### src/rtl/sap1_datapath.sv
// SAP-1 datapath: PC, MAR, IR, A, B, OUT registers, 16x8 program RAM,
// an add/subtract ALU and a single 8-bit bus with fixed driver priority.
// The controller supplies a 12-bit control word each cycle. A programming
// port loads the RAM while the datapath ignores the control word.
module sap1_datapath (
  input  logic        i_clk,
  input  logic        i_rst_n,
  input  logic [11:0] i_cw,
  input  logic        i_hlt,
  input  logic        i_prog_en,
  input  logic        i_prog_we,
  input  logic [3:0]  i_prog_addr,
  input  logic [7:0]  i_prog_data,
  output logic [3:0]  o_opcode,
  output logic [7:0]  o_out_data,
  output logic [7:0]  o_bus,
  output logic [3:0]  o_pc,
  output logic        o_bus_err
);

  logic [3:0] r_pc;
  logic [3:0] r_mar;
  logic [7:0] r_ir;
  logic [7:0] r_a;
  logic [7:0] r_b;
  logic [7:0] r_out;
  logic       r_busErr;
  logic [7:0] r_ram [16];

  logic w_ce, w_co, w_mi, w_ro, w_ii, w_io, w_ai, w_ao, w_su, w_eo, w_bi, w_oi;
  logic       w_cwActive;
  logic [2:0] w_drvCount;
  logic [7:0] w_alu;
  logic [7:0] w_bus;

  assign w_ce = i_cw[11];
  assign w_co = i_cw[10];
  assign w_mi = i_cw[9];
  assign w_ro = i_cw[8];
  assign w_ii = i_cw[7];
  assign w_io = i_cw[6];
  assign w_ai = i_cw[5];
  assign w_ao = i_cw[4];
  assign w_su = i_cw[3];
  assign w_eo = i_cw[2];
  assign w_bi = i_cw[1];
  assign w_oi = i_cw[0];

  // The control word only acts on registers when neither halted nor programming.
  assign w_cwActive = !i_hlt && !i_prog_en;

  assign w_drvCount = {2'b00, w_co} + {2'b00, w_ro} + {2'b00, w_io}
                    + {2'b00, w_ao} + {2'b00, w_eo};

  // ALU wraps modulo 256; subtraction is plain two's complement.
  assign w_alu = w_su ? (r_a - r_b) : (r_a + r_b);

  // Bus mux with fixed priority so a conflicting control word still yields a defined value.
  always_comb begin
    w_bus = 8'h00;
    if (w_co)      w_bus = {4'h0, r_pc};
    else if (w_ro) w_bus = r_ram[r_mar];
    else if (w_io) w_bus = {4'h0, r_ir[3:0]};
    else if (w_ao) w_bus = r_a;
    else if (w_eo) w_bus = w_alu;
  end

  // Program RAM: written only through the programming port and never reset.
  always_ff @(posedge i_clk) begin
    if (i_prog_en && i_prog_we) begin
      r_ram[i_prog_addr] <= i_prog_data;
    end
  end

  // Datapath registers load from the bus; all sample pre-edge values so driver and loader can share a cycle.
  always_ff @(posedge i_clk or negedge i_rst_n) begin
    if (!i_rst_n) begin
      r_pc  <= 4'h0;
      r_mar <= 4'h0;
      r_ir  <= 8'h00;
      r_a   <= 8'h00;
      r_b   <= 8'h00;
      r_out <= 8'h00;
    end else if (w_cwActive) begin
      if (w_ce) r_pc  <= r_pc + 4'h1;
      if (w_mi) r_mar <= w_bus[3:0];
      if (w_ii) r_ir  <= w_bus;
      if (w_ai) r_a   <= w_bus;
      if (w_bi) r_b   <= w_bus;
      if (w_oi) r_out <= w_bus;
    end
  end

  // Sticky contention flag: once two drivers fight for the bus it stays set until reset.
  always_ff @(posedge i_clk or negedge i_rst_n) begin
    if (!i_rst_n) begin
      r_busErr <= 1'b0;
    end else if (w_cwActive && (w_drvCount > 3'd1)) begin
      r_busErr <= 1'b1;
    end
  end

  assign o_opcode   = r_ir[7:4];
  assign o_out_data = r_out;
  assign o_bus      = w_bus;
  assign o_pc       = r_pc;
  assign o_bus_err  = r_busErr;

endmodule

### config.mk
export PLATFORM = sky130hd
export DESIGN_NAME = sap1_datapath
export DESIGN_NICKNAME = d
export VERILOG_FILES = /design/src/rtl/sap1_datapath.sv
export SDC_FILE = /design/constraint.sdc
export NUM_CORES = 1
export LEC_CHECK = 0
export ABC_AREA = 1
export CAP_MARGIN = 0
export CORE_MARGIN = 2
export CORE_UTILIZATION = 45
export DETAILED_ROUTE_END_ITERATION = 6
export SLEW_MARGIN = 10
export SYNTH_ARGS = -nofsm -noshare
export SYNTH_HDL_FRONTEND = slang
export SYNTH_SLANG_ARGS = --single-unit
### constraint.sdc
create_clock -name i_clk -period 2.8 [get_ports i_clk]
set_input_delay 0.28 -clock i_clk [delete_from_list [all_inputs] [get_ports i_clk]]
set_output_delay 0.28 -clock i_clk [all_outputs]
set_load 0.01 [all_outputs]
[Yosys cells after proc, flatten, opt, wreduce, memory -nomap -nowiden]
Memory sizes are Yosys's and may differ from the RTL's.
Index checks and enable logic that the tools add are counted.
Word-level totals
  memory bits (writable): 128
  word-level logic and storage cells: 35
  flip-flop bits (word level): 41
  memories kept: 1
  output and inout bits: 25
  input port bits: 29
Memory list
  r_ram: words 16, bits a word 8, rd ports 1, clocked after memory_dff 0, wr ports 1, RTL line 28  | logic [7:0] r_ram [16];
Operators by class
  multiplexer cells: 8
  reduce and logical (&&, ||, !) cells: 11
  $lt $le $gt $ge: 1
  add/sub/neg operators: 7
Operators by type and width (number)
  8-bit 2-to-1 mux: 6
  2-bit AND reduction: 6
  8-bit adder: 1
  8-bit subtractor: 1
  3-bit by 1-bit adder with 3-bit output: 2
  4-bit by 1-bit adder with 4-bit output (second input constant): 1
  2-bit by 1-bit adder with 3-bit output: 1
  3-bit by 1-bit > comparator with 1-bit output (second input constant): 1
  1-bit logical AND: 3
  1-bit by 1-bit adder with 2-bit output: 1
  1-bit logical NOT: 2
  1-bit 2-to-1 mux: 2

[Logic depth before layout (Yosys ltp)]
Gate-level depths: netlist of run 1.
  depth in word-level cells: 7
  depth in mapped cells: 21
  mapped depth without buffers: 21

[Least setup slack after synthesis of run 1]
OpenSTA, ideal clock, no wires.
  path kind: reg2out
  start point: register r_b[0]
  end point: output port o_bus[7]
  data required time: 2.520 ns
  cell stages (with the launch flop): 17
  setup slack: 0.317 ns
  data arrival time: 2.203 ns
  path buffers: 0
  cells stage by stage: dfrtp_1 > inv_1 > ha_1 > inv_1 > nor2_1 > nand2_1 > o31ai_1 > xnor2_1 > inv_1 > ha_1 > a21oi_1 > nand3_1 > nand2_1 > nand3_1 > nand2_1 > nand2_1 > a21boi_1
On the way
  cells in the longest elaborated chain, start to end: 7
  elaborated cells on any way between the ends: 8
  those cells by class: add/sub: 2; mux: 6
Ends and longest elaborated chain
  start, declared: RTL line 25  | logic [7:0] r_b;
  start signal, assigned: RTL line 89  | if (w_bi) r_b <= w_bus;
  8-bit adder / 8-bit subtractor (equally long branches): RTL line 56  | assign w_alu = w_su ? (r_a - r_b) : (r_a + r_b);
  8-bit 2-to-1 mux (*): RTL line 56
  8-bit 2-to-1 mux (*): RTL line 65  | else if (w_eo) w_bus = w_alu;
  8-bit 2-to-1 mux (*): RTL line 64  | else if (w_ao) w_bus = r_a;
  8-bit 2-to-1 mux (*): RTL line 63  | else if (w_io) w_bus = {4'h0, r_ir[3:0]};
  8-bit 2-to-1 mux (*): RTL line 62  | else if (w_ro) w_bus = r_ram[r_mar];
  8-bit 2-to-1 mux (*): RTL line 61  | if (w_co) w_bus = {4'h0, r_pc};
  end, declared: RTL line 16  | output logic [7:0] o_bus,
Mark *: on every way between the ends. The rest lies on a longest branch, timed or not.

[Worst setup path after layout of run 1]
Same ends and word-level chain as after synthesis.

==> results of run 1 <==
-- stage by stage --
step                      total power, uW  hold WS, ns  setup TNS, ns  worst slack (ns)
after detailed placement             5710        0.461          -4.61            -0.619
after CTS                            8540      0.00337          -1.02            -0.398
after floorplan                      4750      -0.0156              0             0.317
after global routing                 9260       0.0554          -1.88            -0.456
after global placement               5670        0.438          -3.62            -0.547
final                                8790      -0.0281         -0.777            -0.275
-- layer usage --
layer  GRT usage  part of all wire  vias up
li1            -                 -     2803
met3      0.0367             0.048       33
met5           0                 0        -
met2       0.387              0.51      192
met1       0.300              0.42     2886
met4      0.0949             0.028        0
-- worst max-delay path, cell delays in order, from the launching register on --
cell      delay [ns]
dfrtp_1         0.40
inv_2           0.08
ha_4            0.13
inv_2           0.03
nor2_2          0.10
nand2_2         0.09
o31ai_4         0.18
xnor2_1         0.14
inv_1           0.09
ha_4            0.30
nand2_4         0.06
nor2_2          0.14
a21oi_2         0.07
nand3_1         0.06
nand3_1         0.06
nand2_1         0.07
nand2_1         0.06
a21boi_1        0.14
buf_2           0.15
-- worst max-delay path by stage --
stage / slack [ns] / to / from
after global placement: -0.55 / o_bus[6] / i_cw[3]
final: -0.27 / o_bus[7] / r_b[0]$_DFFE_PN0P_
after CTS: -0.40 / o_bus[7] / r_b[0]$_DFFE_PN0P_
after detailed placement: -0.62 / o_bus[6] / i_cw[3]
after global routing: -0.46 / o_bus[7] / r_b[0]$_DFFE_PN0P_
after floorplan: 0.32 / o_bus[7] / r_b[0]$_DFFE_PN0P_
-- placed cells by master (no fill, tap or decap), types with 8 or more instances in the layout --
cell type	n
o211ai_1	12
nand3_1	95
nand2_1	236
nor2_1	56
inv_1	32
a21oi_1	15
a21oi_2	8
nand2_2	16
edfxtp_1	128
dfrtp_1	39
clkbuf_16	19
buf_4	61
o21ai_0	24
clkdlybuf4s50_1	44
-- power by group --
group          internal [uW]  switching [uW]
Sequential              2890             186
Combinational           1380            1820
Clock                   1510             998
Total                   5790            3010
-- logic make-up after synthesis --
group | count (synthesis) | synth area share
muxes | 1 | 0.00145
buffers and inverters | 73 | 0.0537
xor gates and xnor gates | 8 | 0.00903
adders and majority gates | 12 | 0.0213
and+or+nand+nor | 418 | 0.225
DFF | 169 | 0.627
AOI/OAI and AO/OA | 81 | 0.0622
-- area by class of cell --
| type | instances | area [um2] | area share |
|---|---|---|---|
| Clock inverter | 15 | 209 | 0.0214 |
| Clock buffer | 17 | 425 | 0.0435 |
| Timing Repair inverter | 2 | 17.5 | 0.00179 |
| Sequential cell | 169 | 4870 | 0.498 |
| Inverter | 41 | 166 | 0.0170 |
| Tap cell | 225 | 282 | 0.0288 |
| Timing Repair Buffer | 120 | 1100 | 0.113 |
| Multi-Input combinational cell | 520 | 2710 | 0.277 |
-- registers in the layout (all words and copies together) (netlist names) --
register / cells
o_bus_err: 1
o_out_data: 8
o_pc: 4
r_a: 8
r_b: 8
r_ir: 8
r_mar: 4
r_ram: 128
-- timing repair --
action                     4_1_cts  5_1_grt
setup endpoints to repair       12       14
setup buffers                    4        3
gates cloned                     2        3
hold buffers                     0        0
gates resized for setup         62       31
pin swaps                       22       20
-- synth_stat cells, drive strengths merged (2+ instances only) --
cell type / count / area (um2)
a21boi: 2 / 15.0
a21oi: 26 / 138
buf: 31 / 251
dfrtp: 41 / 1030
edfxtp: 128 / 3840
fa: 2 / 40.0
ha: 10 / 125
inv: 40 / 158
nand2: 254 / 971
nand3: 98 / 495
nand4: 2 / 12.5
nor2: 60 / 235
nor3: 2 / 20.0
o211ai: 14 / 115
o21ai: 36 / 191
xnor2: 5 / 43.8
xor2: 3 / 26.3
==> impl_metrics.yaml, run 1 <==
run_status:
  status: "finished with violations"
  violations: "negative hold slack, negative setup slack"
timing:
  hold_viol_final: 11
  period_needed_ns: 3.07
  whs_ns: -0.0281
  maxSlewHeadroom: 0.387
  finalMaxSlewViolations: 0
  post-route-period-util: 1.10
  fin_ws_ns: -0.275
  setup_viol: 5
  max_freq_mhz: 325
  tightestPinTransition_ns: 0.919
  grt_setup_unrepaired: "yes"
  finalClockSkew_ns: 0.0191
synth:
  ys_dominant_reg_cell: "edfxtp_1"
  syn_area_per_cell_um2: 10.2
  netlist_instances: 762
  yosysSeqAreaShare: 0.627
  synth_nets: 803
  yosysWarningCount: 0
  synth_seq_cells: 169
  syn_area_mm2: 0.00776
  yosysUniqueCellTypes: 39
  synth-edff-count: 128
  async_flop_share: 0.243
cells_and_area:
  fill_cells: 1441
  area_growth_pct: 26.0
  n_antenna_cell: 0
  design_area_mm2: 0.00979
  drive_gt1_frac: 0.198
  nets: 912
  final_util: 0.574
  final_cells: 1109
critical_path:
  crit_fanout: 4
  cp.required_ns: 2.52
  ff2ff_setup_slack_ns: 0.14
  ff2ff_path_depth: 21
  path_class: "register to output port"
  r2r_end: "o_out_data[7]$_DFFE_PN0P_"
  end_kind: "output port"
  r2r-start: "r_b[0]$_DFFE_PN0P_"
  cp_data_arrival_time_ns: 2.79
  cp-start-kind: "register"
floorplan:
  io_pins: 54
  fp.dieH_um: 135
  core-area_mm2: 0.0171
  start_util: 0.455
  die_w_um: 135
  rows: 48
  die_area_mm2: 0.0183
grt:
  gr-total-overflow: 0
  grt_use_total: 0.231
  antenna_found_initial: 0
  grt_max_degree: 46
  grt_pass1_vias: 5636
  grt_pass1_wl_um: 31100
clock_network:
  path_clk_slew_ns: 0.07
  clkSinkCount: 169
  root_buffer: "clkbuf_16"
  cts.path.max_buffers: 2
  cts_made_buffers: 17
  clk_latency_ns: 0.43
  cts_tree: "yes"
  htree_levels: 4
hold_path:
  hp-class: "input pin to asynchronous set/reset pin"
flow_run:
  drv_cap: 0
place:
  gp_congestion: 0.905
  port_buffers: 53
  dp_hpwl_um: 13300
  place_inst: 1065
  place_area_mm2: 0.00877
drt:
  via_per_inst: 5.33
  drcViolationCount: 0
  drtIter0Drc: 476
  wl_per_cell_um: 18.7
  firstDrtPassIters: 5
  antenna_left: 0
  drt_wl_total_um: 20700
  vias: 5914
power:
  p_leak_uw: 0.00403
  p_per_area_mw_per_mm2: 899
  ir_drop_uv: 480
No activity file was read; power rests on OpenSTA's default activity.
==> run 2, diff against run 1 <==
--- a/config.mk
+++ b/config.mk
@@ -9,6 +9,7 @@
 export CAP_MARGIN = 0
 export CORE_MARGIN = 2
 export CORE_UTILIZATION = 45
+export CTS_CLUSTER_DIAMETER = 50
 export DETAILED_ROUTE_END_ITERATION = 6
 export SLEW_MARGIN = 10
 export SYNTH_ARGS = -nofsm -noshare
==> results of run 2 <==
Final layout, timing and power as in run 1 (identical DEF).
==> run 3, diff against run 2 <==
--- a/config.mk
+++ b/config.mk
@@ -15,3 +15,4 @@
 export SYNTH_ARGS = -nofsm -noshare
 export SYNTH_HDL_FRONTEND = slang
 export SYNTH_SLANG_ARGS = --single-unit
+export TNS_END_PERCENT = 20
==> run 3 against run 2 <==
Net effect:
- the run still ends with negative hold slack, negative setup slack left
- register-to-register slack about the same
- first-iteration DRC count down 4.8%
- clock-buffer cell count unchanged
- design area down 2.0%
- sequential share of layout area up 0.99 points
- total power down 3.5%
- clock power about the same
- global-route usage down 0.41 points
- non-clock buffer count down 6
- via count down 1.7%
- highest routed layer unchanged
==> impl_metrics.yaml, run 3 (synthesis results as in run 1) <==
grt:
  grt_max_degree: 69
  gr-total-overflow: 0
  grt_use_total: 0.226
  grt_pass1_wl_um: 30700
  grt_pass1_vias: 5582
  antenna_found_initial: 0
floorplan:
  io_pins: 54
  rows: 48
  die_w_um: 135
  die_area_mm2: 0.0183
  core-area_mm2: 0.0171
  start_util: 0.455
  fp.dieH_um: 135
power:
  p_per_area_mw_per_mm2: 884
  ir_drop_uv: 470
  p_leak_uw: 0.00394
timing:
  setup_viol: 7
  fin_ws_ns: -0.278
  grt_setup_unrepaired: "yes"
  tightestPinTransition_ns: 0.906
  whs_ns: -0.0296
  period_needed_ns: 3.08
  finalClockSkew_ns: 0.0164
  post-route-period-util: 1.10
  hold_viol_final: 18
  finalMaxSlewViolations: 0
  max_freq_mhz: 325
  maxSlewHeadroom: 0.396
cells_and_area:
  nets: 904
  drive_gt1_frac: 0.176
  area_growth_pct: 23.5
  top_register: "r_ram"
  mostFrequentLayoutCell: "nand2_1"
  largest_reg_flops: 128
  final_util: 0.562
  n_antenna_cell: 0
  final_cell_mix: "nand2_1, edfxtp_1, nand3_1"
clock_network:
  cts.path.max_buffers: 2
  root_buffer: "clkbuf_16"
  cts_hold_buffers: 0
  htree_levels: 4
  clkSinkCount: 169
  cts_tree: "yes"
  path_clk_slew_ns: 0.07
  cts_made_buffers: 17
  clk_latency_ns: 0.43
critical_path:
  crit_fanout: 4
  end_kind: "output port"
  cp-start-kind: "register"
  cp_top_family: "simple AND/OR/NAND/NOR gates"
  path_class: "register to output port"
  r2r-start: "r_b[0]$_DFFE_PN0P_"
  worstPathCellList: "inv_2 > ha_4 > inv_2 > nor2_2 > nand2_2 > o31ai_4 > xnor2_1 > inv_1 > ha_4 > nand2_4 > nor2_2 > a21oi_2 > nand3_1 > nand3_1 > nand2_1 > nand2_1 > a21boi_1 > buf_2"
  cp_data_arrival_time_ns: 2.80
  crit_path_top_delay_cell: "dfrtp_1"
  path_buf_inv: 4
  cp.required_ns: 2.52
  slowest_delay_ns: 0.40
  crit_start: "r_b[0]$_DFFE_PN0P_"
drt:
  via_per_inst: 5.28
  firstDrtPassIters: 5
  wl_per_cell_um: 17.9
  drcViolationCount: 0
  antenna_left: 0
  drtIter0Drc: 453
  vias: 5816
  drt_wl_total_um: 19700
place:
  port_buffers: 53
  gp_congestion: 0.905
  place_ws_ns: -0.619
  dp_hpwl_um: 13300
run_status:
  status: "finished with violations"
  violations: "negative hold slack, negative setup slack"
hold_path:
  hp-class: "input pin to asynchronous set/reset pin"
flow_run:
  drv_cap: 0
[run 3: power by group]
group	internal [uW]	switching [uW]	total (uW)
combinational	1220	1680	2900
sequential	2890	174	3070
clock	1510	999	2510
total	5630	2850	8480
[run 3: path summary, 6_finish.rpt]
kind | to | slack [ns] | cells past startpoint
worst max-delay path | o_bus[7] | -0.28 | 18
worst min-delay path | o_pc[3]$_DFFE_PN0P_ | -0.03 | 1
worst max register to register | o_out_data[7]$_DFFE_PN0P_ | 0.15 | 21
worst min register to register | o_bus_err$_DFFE_PN0P_ | 0.47 | 1
max in group asynchronous | r_mar[0]$_DFFE_PN0P_ | 2.21 | 1
min in group i_clk | o_bus_err$_DFFE_PN0P_ | 0.47 | 1
[run 3: per-stage QoR]
step,instances,TNS [ns],area [um2],hold WS [ns],power [uW]
4_1_cts,1100,-1.32,9520,0.00337,8420
5_1_grt,1101,-2.52,9590,0.0555,8950
2_1_floorplan,762,0,7760,-0.0156,4750
6_report,1101,-0.938,9590,-0.0296,8480
3_5_place_dp,1065,-4.61,8770,0.461,5710
3_3_place_gp,1065,-3.62,8770,0.438,5670
[run 3: area by class of cell]
cell class              instances  area (um2)
clock inverters                15         209
flip-flops and latches        169        4870
multi-input cells             520        2650
clock buffers                  17         425
fillers                      1463        7460
well taps                     225         282
repair buffers                114         990
inverters                      41         166
[run 3: routing by layer]
layer  part of all wire  track usage  vias to the layer above  wire, um
li1                   -            -                     2782         -
met1               0.43        0.294                     2852      8470
met2               0.50        0.382                      150      9870
met3              0.043       0.0385                       32       844
met4              0.027       0.0874                        0       524
met5                  0            0                        -         0
[run 3: what timing repair did]
| action | CTS | global route |
|---|---|---|
| pin swaps | 16 | 10 |
| buffers inserted | 3 | 1 |
| setup endpoints to repair | 12 | 14 |
| resized for setup | 50 | 19 |
==> variant: new RTL, config.mk and constraints of run 2 <==
Put a register stage on the output `o_bus`, cleared by the reset. The value now appears one clock later. The other outputs are not delayed to match.
--- a/src/rtl/sap1_datapath.sv
+++ b/src/rtl/sap1_datapath.sv
@@ -103,5 +103,11 @@
   assign o_opcode   = r_ir[7:4];
   assign o_out_data = r_out;
-  assign o_bus      = w_bus;
+  always_ff @(posedge i_clk or negedge i_rst_n) begin
+    if (!i_rst_n) begin
+      o_bus <= '0;
+    end else begin
+      o_bus <= w_bus;
+    end
+  end
   assign o_pc       = r_pc;
   assign o_bus_err  = r_busErr;
Function: changed (Yosys sat finds a counterexample within 4 cycles, from zero or initial values and one cycle with i_rst_n low).
==> variant against run 2 <==
- maximum frequency is 14% higher
- highest routed layer unchanged
- hold slack better by 0.35 ns
- largest power group is now sequential cells
- die area rose by 2.5%
- final area decreased by 3.1%
- sequential power is 6% higher
- critical path depth is 1 higher
- synthesized area grew 2.6%
- power down 5.4%
- sequential cell count up 8
- setup slack better by 0.37 ns
- routed wire length is 3.4% lower
- count of clock-buffer cells in the layout increased by 1
- clock power is 3% lower
- synthesized cell count rose by 1.0%
==> variant: results (changes against run 2) <==
final_layout:
  layout.cells.non_filler: 1079  # -2.7%
  buffer_area_share_pct: 8.06  # -3.2 points
  multi_input_area_share_pct: 27.4  # -0.29 points
  final-clk-cell-share_pct: 6.40  # -0.084 points
  inverters: 41  # -4.7%
  nets: 882  # -3.3%
  fillCellCount: 1540  # +6.9%
  clkbuf_count: 18  # +1
  seq_share_pct: 53.5  # +3.7 points
  drive_gt1_share_pct: 12.1  # -7.7 points
  nNonClkBuffers: 84  # -30%
placed_design:
  gp_congestion: 0.826  # -8.7%
  dpl_cell_area_mm2: 0.00870  # -0.74%
  place_inst: 1041  # -2.3%
  dp_worst_setup_slack_ns: -0.0555  # +0.564 ns
  dp_hpwl_mm: 13.4  # +0.85%
setup_path:
  startpoint: "r_b[1]"
  r2r_slack_ns: 0.09  # -0.05 ns
  max_stage_delay_ns: 0.43  # +0.03 ns
  crit_family: "simple AND/OR/NAND/NOR gates"
  rr_worst_depth: 19  # -9.5%
power_and_ir_drop:
  leakagePower_uw: 0.00386  # -4.2%
  power_switching_uw: 2840  # -5.5%
sta:
  min_period_over_period_pct: 96.7  # -13 points
  holdWs_ns: 0.318  # +0.346 ns
cts:
  cts_resized: 1  # -98%
  cts_sinks: 177  # +4.7%
  postCtsSetupBuffers: 1  # -3
drt:
  vias_per_cell: 5.31  # -0.49%
  wl_met2_mm: 10.0  # -4.8%
  wl_met1_mm: 8.85  # +2.2%
synth:
  netlist_top_cells_area: "edfxtp_1, dfrtp_1, nand2_1"
  yosys-mux-area-fraction_pct: 0.141  # -0.0036 points
  syn-num-nets: 811  # +1.0%
  async_flop_share_pct: 27.7  # +3.4 points
  ys_seq_area_share_pct: 63.7  # +0.94 points
  synth_compound_area_share_pct: 6.06  # -0.16 points
  synthTopCellsByCount: "nand2_1, edfxtp_1, nand3_1, nor2_1, dfrtp_1"
global_routing:
  globalRouteMet1Util_pct: 29.9  # -0.10 points
  track_usage_pct: 22.5  # -0.55 points
  use_met3_pct: 3.78  # +0.11 points
outcome:
  status: "completed"
die:
  die_area_mm2: 0.0188  # +2.5%
variant: changes by cell type in the layout (fill, tap and decap cells not counted), sizes merged, moves of 2 or more:
cell                  run 2  this run
clkinvlp                  2         0
clkinv                    3         7
buf                      71        31
dfrtp                    41        49
inv                      49        45
clkdlybuf4s50            44        52
variant: power groups by stage:
stage / combinational, µW / clock (µW) / sequential [µW]
detailed placement: 2410 / 0 / 3310
floorplan: 1640 / 0 / 3260
global route: 2910 / 2560 / 3290
global placement: 2370 / 0 / 3310
finish: 2620 / 2430 / 3270
CTS: 2440 / 2460 / 3260
variant: cells by family (layout without fill, tap and decap cells):
group,Yosys count,count (layout)
AO/OA/AOI/OAI,81,81
adder cells (fa/ha/maj),12,12
AND/OR/NAND/NOR,418,418
XOR/XNOR,8,8
buffers and inverters,73,157
flip-flops,177,177
multiplexers,1,1
